[src/rtl/prog_loader.sv]
// Program-memory writer: parses a count/word/checksum byte stream into 18-bit
// instruction words, writes them from address 0 and holds the core while loading.
module prog_loader #(
    parameter int DEPTH  = 26,
    parameter int WORD_W = 18,
    parameter int ADDR_W = 8
) (
    input  logic              clk,
    input  logic              reset,
    input  logic              start,
    input  logic              in_valid,
    input  logic [0:7]        in_data,
    output logic              in_ready,
    output logic              mem_we,
    output logic [0:ADDR_W-1] mem_wa,
    output logic [0:WORD_W-1] mem_wd,
    output logic              core_hold,
    output logic              done,
    output logic              error
);
    typedef enum logic [3:0] {
        S_IDLE, S_COUNT, S_B0, S_B1, S_B2, S_WRITE, S_CSUM, S_DONE, S_ERR
    } state_t;

    state_t              state_q, state_d;
    logic [7:0]          n_q, xor_q;
    logic [ADDR_W-1:0]   w_q, wa_q;
    logic [0:1]          b0_q;
    logic [0:7]          b1_q;
    logic [0:WORD_W-1]   wd_q;
    logic                acc, can_start, last_word;

    assign in_ready  = state_q inside {S_COUNT, S_B0, S_B1, S_B2, S_CSUM};
    assign core_hold = state_q inside {S_COUNT, S_B0, S_B1, S_B2, S_WRITE, S_CSUM};
    assign mem_we    = (state_q == S_WRITE);
    assign done      = (state_q == S_DONE);
    assign error     = (state_q == S_ERR);
    assign mem_wa    = wa_q;
    assign mem_wd    = wd_q;

    assign acc       = in_valid && in_ready;
    assign can_start = start && (state_q inside {S_IDLE, S_DONE, S_ERR});
    assign last_word = (w_q + ADDR_W'(1)) == ADDR_W'(n_q);

    always_ff @(posedge clk) begin
        if (reset) state_q <= S_IDLE;
        else       state_q <= state_d;
    end

    always_comb begin
        state_d = state_q;
        case (state_q)
            S_IDLE, S_DONE, S_ERR:
                if (start) state_d = S_COUNT;
            S_COUNT:
                if (acc) state_d = (in_data == 8'd0 || in_data > 8'(DEPTH)) ? S_ERR : S_B0;
            S_B0:
                if (acc) state_d = (|in_data[0:5]) ? S_ERR : S_B1;
            S_B1:
                if (acc) state_d = S_B2;
            S_B2:
                if (acc) state_d = S_WRITE;
            S_WRITE:
                state_d = last_word ? S_CSUM : S_B0;
            S_CSUM:
                if (acc) state_d = (in_data == xor_q) ? S_DONE : S_ERR;
            default:
                state_d = S_IDLE;
        endcase
    end

    // Datapath; the write address/data are captured with B2 so they stay stable
    // after the strobe while w moves on to the next word.
    always_ff @(posedge clk) begin
        if (reset) begin
            n_q   <= '0;
            xor_q <= '0;
            w_q   <= '0;
            wa_q  <= '0;
            wd_q  <= '0;
            b0_q  <= '0;
            b1_q  <= '0;
        end else begin
            if (can_start) xor_q <= '0;
            case (state_q)
                S_COUNT: if (acc) begin
                    n_q   <= in_data;
                    w_q   <= '0;
                    xor_q <= xor_q ^ in_data;
                end
                S_B0: if (acc) begin
                    b0_q  <= in_data[6:7];
                    xor_q <= xor_q ^ in_data;
                end
                S_B1: if (acc) begin
                    b1_q  <= in_data;
                    xor_q <= xor_q ^ in_data;
                end
                S_B2: if (acc) begin
                    wa_q  <= w_q;
                    wd_q  <= {b0_q, b1_q, in_data};
                    xor_q <= xor_q ^ in_data;
                end
                S_WRITE: w_q <= w_q + ADDR_W'(1);
                default: ;
            endcase
        end
    end
endmodule

[config.mk]
export PLATFORM = sky130hd
export DESIGN_NAME = prog_loader
export DESIGN_NICKNAME = d
export VERILOG_FILES = /design/src/rtl/prog_loader.sv
export SDC_FILE = /design/constraint.sdc
export NUM_CORES = 1
export LEC_CHECK = 0
export ABC_AREA = 1
export CORE_ASPECT_RATIO = 2
export CORE_MARGIN = 2
export CORE_UTILIZATION = 47
export DETAILED_ROUTE_END_ITERATION = 16
export PLACE_DENSITY_LB_ADDON = 0.12
export SYNTH_ARGS = -nofsm -noshare
export SYNTH_HDL_FRONTEND = slang
export SYNTH_SLANG_ARGS = --single-unit
export TNS_END_PERCENT = 100
[constraint.sdc]
create_clock -name clk -period 1.47 [get_ports clk]
set_input_delay 0.294 -clock clk [delete_from_list [all_inputs] [get_ports clk]]
set_output_delay 0.294 -clock clk [all_outputs]
set_load 0.05 [all_outputs]
# After elaboration in Yosys (flattened, before gate mapping)

Cells that the tools add are included.

Magnitude comparators: 1
Reductions and logical operators: 18
Divide/modulo/power cells: 0
Bitwise operators: 1
Equal/unequal tests: 16
$add $sub $neg: 1
$mul: 0
Shift operators: 0
Muxes and demuxes: 16

Operator list:

| kind                                                                            | number |
|---|---|
| 4-bit 2-to-1 mux                                                                | 9 |
| 8-bit 2-to-1 mux                                                                | 4 |
| 4-bit case mux with 7 select lines                                              | 1 |
| 4-bit by 3-bit equality test with 1-bit output, second input constant           | 4 |
| 8-bit equality test                                                             | 2 |
| 8-bit case mux with 2 select lines                                              | 1 |
| 2-bit inequality test, second input constant                                    | 6 |
| 2-bit AND reduction                                                             | 5 |
| 8-bit by 1-bit adder with 8-bit output, second input constant                   | 1 |
| 4-bit by 2-bit equality test with 1-bit output, second input constant           | 2 |
| 8-bit by 5-bit greater-than comparator with 1-bit output, second input constant | 1 |
| 8-bit zero test                                                                 | 1 |
| 8-bit XOR                                                                       | 1 |
| 6-bit AND reduction                                                             | 1 |
| 6-bit nonzero test                                                              | 1 |
| 6-bit OR reduction                                                              | 1 |
| 5-bit nonzero test                                                              | 1 |
| 4-bit by 1-bit equality test with 1-bit output, second input constant           | 1 |
| 4-bit equality test, second input constant                                      | 1 |
| 4-bit zero test                                                                 | 1 |
| 4-bit OR reduction                                                              | 1 |
| 3-bit 2-to-1 mux                                                                | 1 |
| 3-bit nonzero test                                                              | 1 |
| 3-bit OR reduction                                                              | 1 |
| other kinds (3)                                                                 | 4 |

Latch bits: 0
Output and inout port bits: 31
Bits in registers: 64
RAM bits: 0
Bits of input ports: 12
Memory bits (read-only): 0
Memories: 0
Logic and storage cells: 61

# Logic depth before layout (Yosys ltp)

Gate-level depths: netlist of the first run.

Word-level depth: 6
Depth in mapped cells: 12
Gate-level depth less buffers: 12

# Least setup slack after synthesis of the first run

OpenSTA, ideal clock, no wires.

Path type: register to register
From: register state_q[2]
To: register xor_q[0]
Arrival: 2405 ps
Library setup time: 121 ps
Buffers on the path: 0
Required time: 1349 ps
Cell stages (with the launch flop): 8
Setup slack: -1056 ps
Clock period less this slack: 2526 ps
Cells stage by stage: dfxtp_1 -> nand2_4 -> nor3_1 -> nor2_1 -> nor2_1 -> nor2_1 -> o21ai_0 -> a21oi_1

Longest elaborated chain between the ends: 6

Ends and longest elaborated chain:

| what                                             | line | source |
|---|---|---|
| start, declared                                  | 25   | `state_t state_q, state_d;` |
| start signal, assigned                           | 47   | `else state_q <= state_d;` |
| 4-bit by 3-bit equality test with 1-bit output * | -    |  |
| net done                                         | 18   | `output logic done,` |
| 3-bit nonzero test *                             | 42   | `assign can_start = start && (state_q inside {S_IDLE, S_DONE, S_ERR});` |
| 1-bit logical AND *                              | 42   |  |
| 8-bit 2-to-1 mux *                               | 84   | `if (can_start) xor_q <= '0;` |
| 8-bit 2-to-1 mux                                 | -    |  |
| 8-bit 2-to-1 mux *                               | -    |  |
| end signal, assigned                             | 89   | `xor_q <= xor_q ^ in_data;` |
| end signal, assigned                             | 93   | `xor_q <= xor_q ^ in_data;` |
| end signal, assigned                             | 97   | `xor_q <= xor_q ^ in_data;` |
| end, declared                                    | 26   | `logic [7:0] n_q, xor_q;` |

The timed path passes the listed nets; every way through them passes the cells marked *.
A chain may end at the register's enable or synchronous reset.

# Worst setup path in the final report of the first run

From: register state_q[0]
To: register wa_q[4] (netlist: mem_wa[3])

Longest elaborated chain between the ends: 4

Ends and longest elaborated chain:

| what                                                                         | line | source |
|---|---|---|
| 4-bit by 1-bit equality test with 1-bit output, or another cell as far along | 33   | `assign in_ready = state_q inside {S_COUNT, S_B0, S_B1, S_B2, S_CSUM};` |
| 5-bit nonzero test                                                           | 33   |  |
| 1-bit logical AND                                                            | 41   | `assign acc = in_valid && in_ready;` |
| 2-bit AND reduction (no line) *                                              | -    |  |
| end signal, assigned                                                         | 100  | `wa_q <= w_q;` |
| end, declared                                                                | 27   | `logic [ADDR_W-1:0] w_q, wa_q;` |

Every way passes the cells marked *; elsewhere a longest branch is shown, timed or not.

==> results of run 1 <==
==> worst min-delay path: stages <==
cell    delay (ps)
buf_2          110
buf_4          220
nor2_1         110
==> how the worst max path moves through the flow <==
stage / from / endpoint / slack, ps / depth (start not counted)
2_1_floorplan: state_q[3] / xor_q[0] / -190 / 8
3_3_place_gp: in_data[0] / state_q[2] / -380 / 9
3_5_place_dp: in_data[0] / state_q[2] / -460 / 9
4_1_cts: state_q[3] / core_hold / -340 / 7
5_1_grt: state_q[0] / mem_wa[0] / -430 / 14
6_report: state_q[0] / mem_wa[3] / -400 / 14
==> state kept, by name, summed over array words and instances, names as in the netlist <==
signal   flops
mem_wa       8
mem_wd      18
b1_q         8
state_q      4
xor_q        8
w_q          8
n_q          8
b0_q         2
==> metal layers <==
metal  GRT usage (%)  wire, µm  vias to the layer above
li1                -         -                     1640
met1            27.6      3970                     1714
met2            52.9      6620                      162
met3            7.28       593                       69
met4            19.8       919                        0
met5               0         0                        -
==> metrics by stage <==
stage / cell area [µm²] / total power [mW] / worst slack, ps / hold WS, ps
after floorplan: 3190 / 2.22 / -187 / 440
after global routing: 5310 / 4.89 / -431 / 491
after CTS: 4860 / 4.58 / -337 / 439
final: 5310 / 4.76 / -397 / 454
after global placement: 4370 / 2.50 / -381 / 449
after detailed placement: 4370 / 2.52 / -458 / 458
==> report_power, final <==
group | switching (mW) | internal [mW] | leakage [nW]
Combinational | 0.532 | 0.432 | 1.43
Sequential | 0.0429 | 1.77 | 0.520
Clock | 0.717 | 1.26 | 0.135
Total | 1.29 | 3.47 | 2.08
==> placed cells by master (no fill, tap or decap), drive strengths merged, types with 2 or more instances in the layout <==
cell type,Yosys,routed
a21oi,66,66
nand3b,2,2
nand2,89,89
clkdlybuf4s50,0,10
buf,8,116
xnor2,8,8
inv,40,39
xor2,2,2
nand3,47,47
o221ai,2,2
nor3,7,7
dfxtp,64,64
clkbuf,9,16
o21ai,16,16
nor2,59,59
==> timing repair <==
| action | in CTS | in global routing |
|---|---|---|
| gates resized for setup | 32 | 84 |
| pin swaps | 15 | 25 |
| buffers inserted | 15 | 13 |
| gates cloned | 0 | 3 |
| endpoints found under the setup margin | 67 | 69 |
==> area by class of cell <==
class	count	area share, %
clock buffer	14	5.16
timing repair buffer	128	28.9
tap	86	2.02
multi-input combinational	304	36.0
inverter	40	3.48
sequential	64	24.4
==> logic make-up after synthesis <==
logic type / count (synthesis) / share of synthesized area (%)
adder cells (fa/ha/maj): 1 / 0.414
AND/OR/NAND/NOR: 207 / 30.9
flip-flops: 64 / 42.4
AO/OA/AOI/OAI: 86 / 15.0
buffers and inverters: 57 / 8.36
XOR/XNOR: 10 / 2.90
==> key figures, run 1 <==
Run status
  – Status: finished with violations
  – Failing checks: negative setup slack

Logic synthesis
  – Post-synth cell types: 32
  – Sequential element share of the synthesized area: between 40% and 50%
  – Largest area contributor in the netlist: dfxtp_1
  – Warnings, synthesis: 0
  – Top_reg_cell synth: dfxtp_1
  – Netlist Area Pre-Place: 3020 µm²
  – Synth Area per Inst: 7.12 µm²
  – Top-count cell post-synth: nand2_1
  – Seq cells post-synth: 64
  – Post-synth top area share: between 40 and 50%
  – EDFF count, synth: 0
  – Async SR Flop Fraction: 0%
  – Syn_nets: around 440
  – Commonest cells in the netlist: 83 x nand2_1, 65 x a21oi_1, 64 x dfxtp_1, 56 x nor2_1, 47 x nand3_1
  – Mapped Cells: 425
  – Synth area leaders: dfxtp_1 42%, a21oi_1 11%, nand2_1 10%

Routing
  – DRC: 0
  – Vias per cell: 5.64
  – Final antenna-violating net count: 0
  – Routed via count: 3585
  – Wirelength per Cell: 19.0 µm
  – Final wirelength: 12100 µm
  – Initial DRT Pass Iterations: 5
  – Starting DRT DRC Count: 295

Setup path
  – CP top delay family: buffers and inverters
  – Register-to-Register Path Depth: 14
  – Startpoint types: flop
  – Max incr delay on CP: slightly below 400 ps
  – Data required, critical path: 1670 ps
  – Crit path arrival time: 2070 ps
  – Worst path bufs/invs: 5
  – CP Max Fanout: 8
  – Reg2reg start: state_q[0]
  – Reg2reg setup slack: -400 ps
  – Worst reg2reg endpoint: mem_wa[3]
  – CP max stage cell: dfxtp_4
  – CP endpoint kind: flop
  – CP Class: reg -> reg
  – CP cell instances: inv_6 > nand2_8 > nor2_8 > a21oi_4 > nand2_4 > buf_12 > nand2_8 > clkinv_8 > buf_12 > nand2_8 > buf_12 > nor2_4 > a21oi_4 > nor2_1

Min path
  – Worst Hold Class: in -> reg
  – Hold path startpoint: reset
  – Hold path cells: 3
  – Worst Hold Path EP: mem_wd[14]

Timing
  – Setup-failing EPs final: 69
  – Tightest Pin Transition: 620 ps
  – Final hold vios: 0
  – Final Cycle Share: 127%
  – Min cycle time layout: about 1900 ps
  – RSZ-0062 raised after global routing: true
  – Setup ws final: -397 ps
  – Slew Viols, Final: 0
  – Max Freq: 536 MHz
  – Max_slew headroom: 58.6%
  – Clock Skew: 5.17 ps
  – Final setup TNS: -17800 ps

Clocking
  – CTS tree: yes
  – Clock transition at path regs: 50 ps
  – Root Driver: clkbuf_16
  – CTS H-tree lvls: 3
  – Cts hold-fix bufs: 0
  – TritonCTS buffer count: 9
  – Clk_lat worst skew: 330 ps
  – Sink Count: 64
  – CTS max path bufs: 2

Layout
  – Area grow syn2layout: 75.7%
  – Finished Layout Cells: 636
  – Area taken by multi-input logic gates: 1920 µm²
  – Filler Cell Count: 349
  – Post-Route Utilization: a little over four fifths
  – Ant diodes: 0
  – Storage element area: 1300 µm²
  – Nets@finish: 560
  – Share of layout cells above drive strength 1: a little over two fifths

Power and ir drop
  – Worst VDD drop: 0.850 mV
  – Power per Cell Area: about 900 nW/µm²
  – P_leak: 2.08 nW

Global routing
  – Antenna violations before repair: 0
  – Total grt overflow: 0
  – Vias in the first global route: 3505
  – First-pass GRT wire length: between 15000 and 20000 µm
  – Total GRT Usage: 29.8%
  – Largest net degree at the start of global routing: 28

Floorplanning
  – I/O pins: 43
  – DIE WIDTH: 60.7 µm
  – DIE HEIGHT: ~120 µm
  – Total die area: 7130 µm²
  – Core area: 6260 µm²
  – Cell Rows: 41
  – Initial core utilization: 48.3%

Place
  – GPL Wtd Cong: just over 0.9
  – Placed Cells: between 500 and 600
  – # port buffers: 42
  – Final HPWL DP: between 6000 and 7000 µm

Run
  – Max-cap violation count: 0
(Power assumes the default switching activity.)
==> run 2, diff against run 1 <==
--- a/config.mk
+++ b/config.mk
@@ -7,7 +7,6 @@
 export LEC_CHECK = 0
 export ABC_AREA = 1
 export CORE_ASPECT_RATIO = 2
-export CORE_MARGIN = 2
 export CORE_UTILIZATION = 47
 export DETAILED_ROUTE_END_ITERATION = 16
 export PLACE_DENSITY_LB_ADDON = 0.12
==> constraint.sdc (replaced) <==
create_clock -name clk -period 1.9 [get_ports clk]
set_input_delay 0.38 -clock clk [delete_from_list [all_inputs] [get_ports clk]]
set_output_delay 0.38 -clock clk [all_outputs]
set_load 0.05 [all_outputs]
==> run 2 against run 1 <==
The run now ends clean. Final cell count down 8.5%. Total power decreased by 26%. Wire length down 33%. Sequential cell count unchanged. Cell area decreased by 24%. Worst setup slack gained 400 ps. Non-clock buffer count down 56. Largest power group unchanged. Clock power down 17%. Combinational power fell by 51%. Utilization is 20 points lower.
==> key figures, run 2 (synthesis gave the netlist of run 1 again) <==
Layout
  – Area grow syn2layout: 34.3%
  – Post-Route Utilization: 64.9% (-20 points)
  – Max FFs per register: 18 (unchanged)
  – Ant diodes: 0 (unchanged)
  – Final instance area: 4060 µm² (-24%)
  – Area taken by multi-input logic gates: 1520 µm² (-21%)
  – Finished Layout Cells: 582 (-8.5%)
  – Share of layout cells above drive strength 1: 17.5% (-25 points)
  – Filler Cell Count: 593 (+70%)
  – Nets@finish: 504 (-10%)
  – Commonest non-fill, non-tap cells in the layout: 83 x nand2_1, 65 x a21oi_1, 60 x dfxtp_1, 56 x nor2_1, 47 x nand3_1
  – Most common cell after layout, fill and taps aside: nand2_1
  – Storage element area: 1290 µm² (-0.39%)

Run status
  – Status: finished, final reports clean

Routing
  – DRC: 0 (unchanged)
  – Starting DRT DRC Count: 131 (-56%)
  – Routed via count: 2988 (-17%)
  – Initial DRT Pass Iterations: 4 (-1)
  – Final wirelength: 8130 µm (-33%)
  – Wirelength per Cell: 14.0 µm (-27%)
  – Vias per cell: 5.13 (-8.9%)
  – Final antenna-violating net count: 0 (unchanged)

Run
  – Max-cap violation count: 0 (unchanged)

Setup path
  – Worst Setup SP: state_q[2]
  – Crit path arrival time: 1510 ps (-560 ps)
  – CP endpoint kind: output pin
  – Data required, critical path: 1520 ps (-150 ps)
  – Startpoint types: flop
  – Reg2reg setup slack: 110 ps (+510 ps)
  – Reg2reg start: state_q[2]
  – CP Class: reg -> out
  – CP Max Fanout: 5 (-3)

Power and ir drop
  – Worst VDD drop: 1.07 mV (+26%)
  – P_int: 2.65 mW (-24%)
  – Power per Cell Area: 865 nW/µm² (-3.4%)
  – P_leak: 1.64 nW (-21%)
  – Clock Power Share: 46.8% (+5.2 points)
  – Combinational Power Share: 13.3% (-7.0 points)
  – Switching power: 861 µW (-33%)
  – Sw Ratio: 24.5% (-2.6 points)
  – Flop pwr share: 39.9% (+1.7 points)

Timing
  – Max Freq: 528 MHz
  – Min cycle time layout: roughly 1900 ps
  – Tightest Pin Transition: 503 ps (-116 ps)
  – Final setup TNS: 0 ps (+17800 ps)
  – Setup-failing EPs final: 0 (-100%)
  – Final hold slack: 459 ps (+5.31 ps)
  – Final Cycle Share: 99.7%
  – Final hold vios: 0 (unchanged)
  – Max_slew headroom: 66.3% (+7.7 points)
  – Slew Viols, Final: 0 (unchanged)
  – Clock Skew: 4.57 ps (-0.608 ps)
  – RSZ-0062 raised after global routing: true

Place
  – Placement Cell Area: 3680 µm² (-16%)
  – Placed Cells: 560 (-5.9%)
  – Final HPWL DP: 6230 µm (-8.4%)
  – GPL Wtd Cong: 0.929 (+1.2%)
  – # port buffers: 42 (unchanged)

Clocking
  – Sink Count: 64 (unchanged)
  – CTS H-tree lvls: 3 (unchanged)
  – Clock transition at path regs: 50 ps (about the same)
  – CTS max path bufs: 2 (unchanged)
  – Root Driver: clkbuf_16
  – Clk_lat worst skew: 330 ps (about the same)
  – TritonCTS buffer count: 9 (unchanged)
  – CTS tree: yes

Global routing
  – Antenna violations before repair: 0 (unchanged)
  – First-pass GRT wire length: 13300 µm (-16%)
  – Vias in the first global route: 2876 (-18%)
  – Total GRT Usage: 26.8% (-3.0 points)
  – Largest net degree at the start of global routing: 29 (+3.6%)
  – Total grt overflow: 0 (unchanged)

Min path
  – Worst Hold Class: reg -> reg
  – Hold path startpoint: mem_wd[10]

Floorplanning
  – Initial core utilization: 48.3% (unchanged)
  – DIE WIDTH: 58.7 µm (-3.3%)
  – Cell Rows: 41 (unchanged)
  – Total die area: 6780 µm² (-4.9%)
  – I/O pins: 43 (unchanged)
  – DIE HEIGHT: 115 µm (-1.7%)
  – Core area: 6260 µm² (unchanged)
## run 2: cell types whose count changed in the layout (fill, tap and decap cells not counted), sizes merged
cell,delta
buf,-68
clkdlybuf4s50,+14
clkbuf,-3
bufinv,+1
clkinv,+1
inv,+1
## run 2: repair_timing
item                                    in CTS  in global routing
gates cloned                                 0                  0
hold buffers                                 0                  0
resized for setup                           14                  0
setup buffers                                6                  0
endpoints found under the setup margin       3                 11
pin swaps                                    4                  0
## run 2: worst max-delay path: stages (launching register included)
cell	delay, ps
dfxtp_2	400
nor2_1	130
a21oi_4	200
nand2_4	70
or2_4	230
buf_12	150
## run 2: layout make-up
| cell class | count | share of cell area [%] |
|---|---|---|
| clock buffers | 13 | 6.41 |
| clock inverters | 3 | 0.986 |
| repair buffers | 72 | 16.6 |
| flip-flops and latches | 64 | 31.8 |
| inverters | 40 | 4.07 |
| well taps | 86 | 2.65 |
| multi-input cells | 304 | 37.5 |
## run 2: power groups by stage
stage | logic (mW) | registers [mW] | clock network, mW
after detailed placement | 0.434 | 1.42 | 0
after CTS | 0.467 | 1.40 | 1.67
after floorplan | 0.266 | 1.42 | 0
final | 0.469 | 1.40 | 1.64
after global placement | 0.429 | 1.42 | 0
after global routing | 0.512 | 1.40 | 1.73
## run 2: final timing paths
path / to / cells after the start
setup / recovery: core_hold / 5
hold / removal: mem_wd[10] / 2
setup reg to reg: mem_wa[0] / 11
hold reg to reg: mem_wd[10] / 2
## run 2: stage by stage
step	setup slack (ps)	total power, mW
final	5.22	3.51
after global routing	-36.0	3.65
after CTS	3.28	3.54
after detailed placement	-64.2	1.86
after global placement	-9.04	1.85
after floorplan	39.8	1.68
## run 2: routing by layer
| layer | vias up | GRT usage [%] | wire length (µm) |
|---|---|---|---|
| met4 | 0 | 17.6 | 473 |
| met5 | - | 0 | 0 |
| met2 | 81 | 49.6 | 4480 |
| li1 | 1519 | - | - |
| met1 | 1354 | 25.4 | 2890 |
| met3 | 34 | 5.47 | 278 |
==> edit: new RTL, flow settings as in run 1 <==
Register the output `error`, with the module's reset; this adds one clock of latency there. The other outputs are not delayed to match.
--- a/src/rtl/prog_loader.sv
+++ b/src/rtl/prog_loader.sv
@@ -34,7 +34,13 @@
     assign core_hold = state_q inside {S_COUNT, S_B0, S_B1, S_B2, S_WRITE, S_CSUM};
     assign mem_we    = (state_q == S_WRITE);
     assign done      = (state_q == S_DONE);
-    assign error     = (state_q == S_ERR);
+    always_ff @(posedge clk) begin
+        if (reset) begin
+            error <= '0;
+        end else begin
+            error <= (state_q == S_ERR);
+        end
+    end
     assign mem_wa    = wa_q;
     assign mem_wd    = wd_q;
 
Function: changed (a bounded check fails within 4 cycles, from zero or initial values and one cycle with reset high).
==> edit against run 1 <==
Global-route usage down 0.47 points. Sequential share of layout area increased by 0.31 points. Design area decreased by 0.12%. Total power increased by 5.7%. Sequential cell count is 1 higher. First-iteration DRC count is 17% lower. The run still ends with setup timing left. Area after synthesis barely moved. Clock power rose by 19%. Utilization fell by 0.10 points. Final cell count fell by 2.5%. Wire length shrank 7.7%. Setup slack improved by 56 ps.
==> edit: results (changes against run 1) <==
Mapped Nets 435 (was 438); met2 WL 6220 um (was 6620 um); Final Critical Period 1810 ps (was 1870 ps); Fin Clk Skew 7.06 ps (was 5.17 ps); top cells by area, synth dfxtp_1 43%, nand2_1 11%, a21oi_1 11% (was dfxtp_1 42%, a21oi_1 11%, nand2_1 10%); Placed Area 4390 um2 (was 4370 um2); Metal-1 WL 3700 um (was 3970 um); Async SR Flop Fraction 0 (unchanged); Worst Tran Pin Value 353 ps (was 620 ps); Yosys cell types 28 (was 32); Post-synth top cells 89 x nand2_1, 66 x a21oi_1, 65 x dfxtp_1 (was 83 x nand2_1, 65 x a21oi_1, 64 x dfxtp_1); first-pass GRT wire length 15500 um (was 15900 um); Routed WL 11200 um (was 12100 um); worst reg2reg path depth 13 (was 14); Pleak 2.06 nW (was 2.08 nW); outcome finished with violations (unchanged); aggregate global-route resource usage 0.293 (was 0.298); DRT Pass-1 Iters 4 (was 5); layout net count 542 (was 560); DRT iter0 DRCs 244 (was 295); largest net degree at the start of global routing 22 (was 28); Seq/Total Area, Yosys 0.431 (was 0.424); final worst slack -341 ps (was -397 ps); CP endpoint mem_wa[1] (was mem_wa[3]); CP top delay family simple AND/OR/NAND/NOR gates (was buffers and inverters); failing checks setup timing (unchanged); vias per inst 5.47 (was 5.64); maximum vdd ir drop 956 uV (was 850 uV); met3 wire length 505 um (was 593 um); final setup fails 63 (was 69)
## edit: changes by cell type after synthesis, moves of 3 or more
cell      delta
a211oi_1     +3
xor2_1       +3
nand3_1     +10
nor2_1      -10
o21ai_1      -3
nand2_1      +6
xnor2_1      -3
buf_6        +3
## edit: cells by family (layout without fill, tap and decap cells)
| logic type | Yosys count | count (layout) | share of synthesized area |
|---|---|---|---|
| compound gates | 83 | 83 | 0.143 |
| xor+xnor | 10 | 10 | 0.0290 |
| fa+ha+maj | 1 | 1 | 0.00414 |
| buf+inv | 54 | 166 | 0.0841 |
| flops | 65 | 65 | 0.431 |
| simple gates | 209 | 209 | 0.309 |
## edit: layout make-up
class	instances	area share
well taps	86	0.0203
multi-input cells	303	0.375
repair buffers	113	0.265
clock inverters	7	0.0193
flip-flops and latches	65	0.247
clock buffers	9	0.0424
inverters	37	0.0309
## edit: worst min path at each step
| stage | startpoint | end | slack [ps] | depth (start not counted) |
|---|---|---|---|---|
| 5_1_grt | reset | mem_wd[10] | 360 | 2 |
| 3_3_place_gp | b1_q[7] | b1_q[7] | 460 | 2 |
| 6_report | reset | mem_wd[10] | 360 | 2 |
| 4_1_cts | reset | mem_wd[12] | 340 | 2 |
| 3_5_place_dp | b1_q[6] | b1_q[6] | 460 | 2 |
| 2_1_floorplan | in_data[6] | b0_q[0] | 440 | 2 |
## edit: power breakdown
part           switching [mW]  leakage (nW)  total [mW]  internal, mW
clock network           0.858         0.157        2.36          1.50
registers              0.0405         0.527        1.84          1.80
logic                   0.462          1.38       0.832         0.370
## edit: routing by layer
| metal | track usage | up-vias |
|---|---|---|
| met1 | 0.297 | 1596 |
| met3 | 0.0882 | 52 |
| met2 | 0.487 | 130 |
| li1 | - | 1611 |
| met5 | 0 | - |
| met4 | 0.194 | 0 |
## edit: worst reg2reg max path, cell delays in order (launching register included)
cell,delay (ps)
dfxtp_4,390
inv_4,50
nand2_4,80
nor2_4,50
a21oi_4,220
nand2_8,70
buf_6,140
nand2_8,100
clkinv_8,90
nand2_8,120
buf_12,150
nor2_2,40
a21oi_1,140
nor2_1,70
## edit: metrics by stage
stage | util | setup slack (ps) | setup TNS [ps]
after CTS | 0.777 | -274 | -9700
after floorplan | - | -109 | -2740
after global routing | 0.848 | -423 | -17570
final | 0.848 | -341 | -12990
after detailed placement | 0.701 | -339 | -11030
after global placement | 0.701 | -358 | -10140
## edit: repair_timing
| item | in CTS | in global routing |
|---|---|---|
| buffers inserted | 5 | 4 |
| hold buffers | 0 | 0 |
| endpoints found under the setup margin | 60 | 68 |
| resized for setup | 27 | 100 |
| pin swaps | 10 | 26 |
| gates cloned | 1 | 2 |
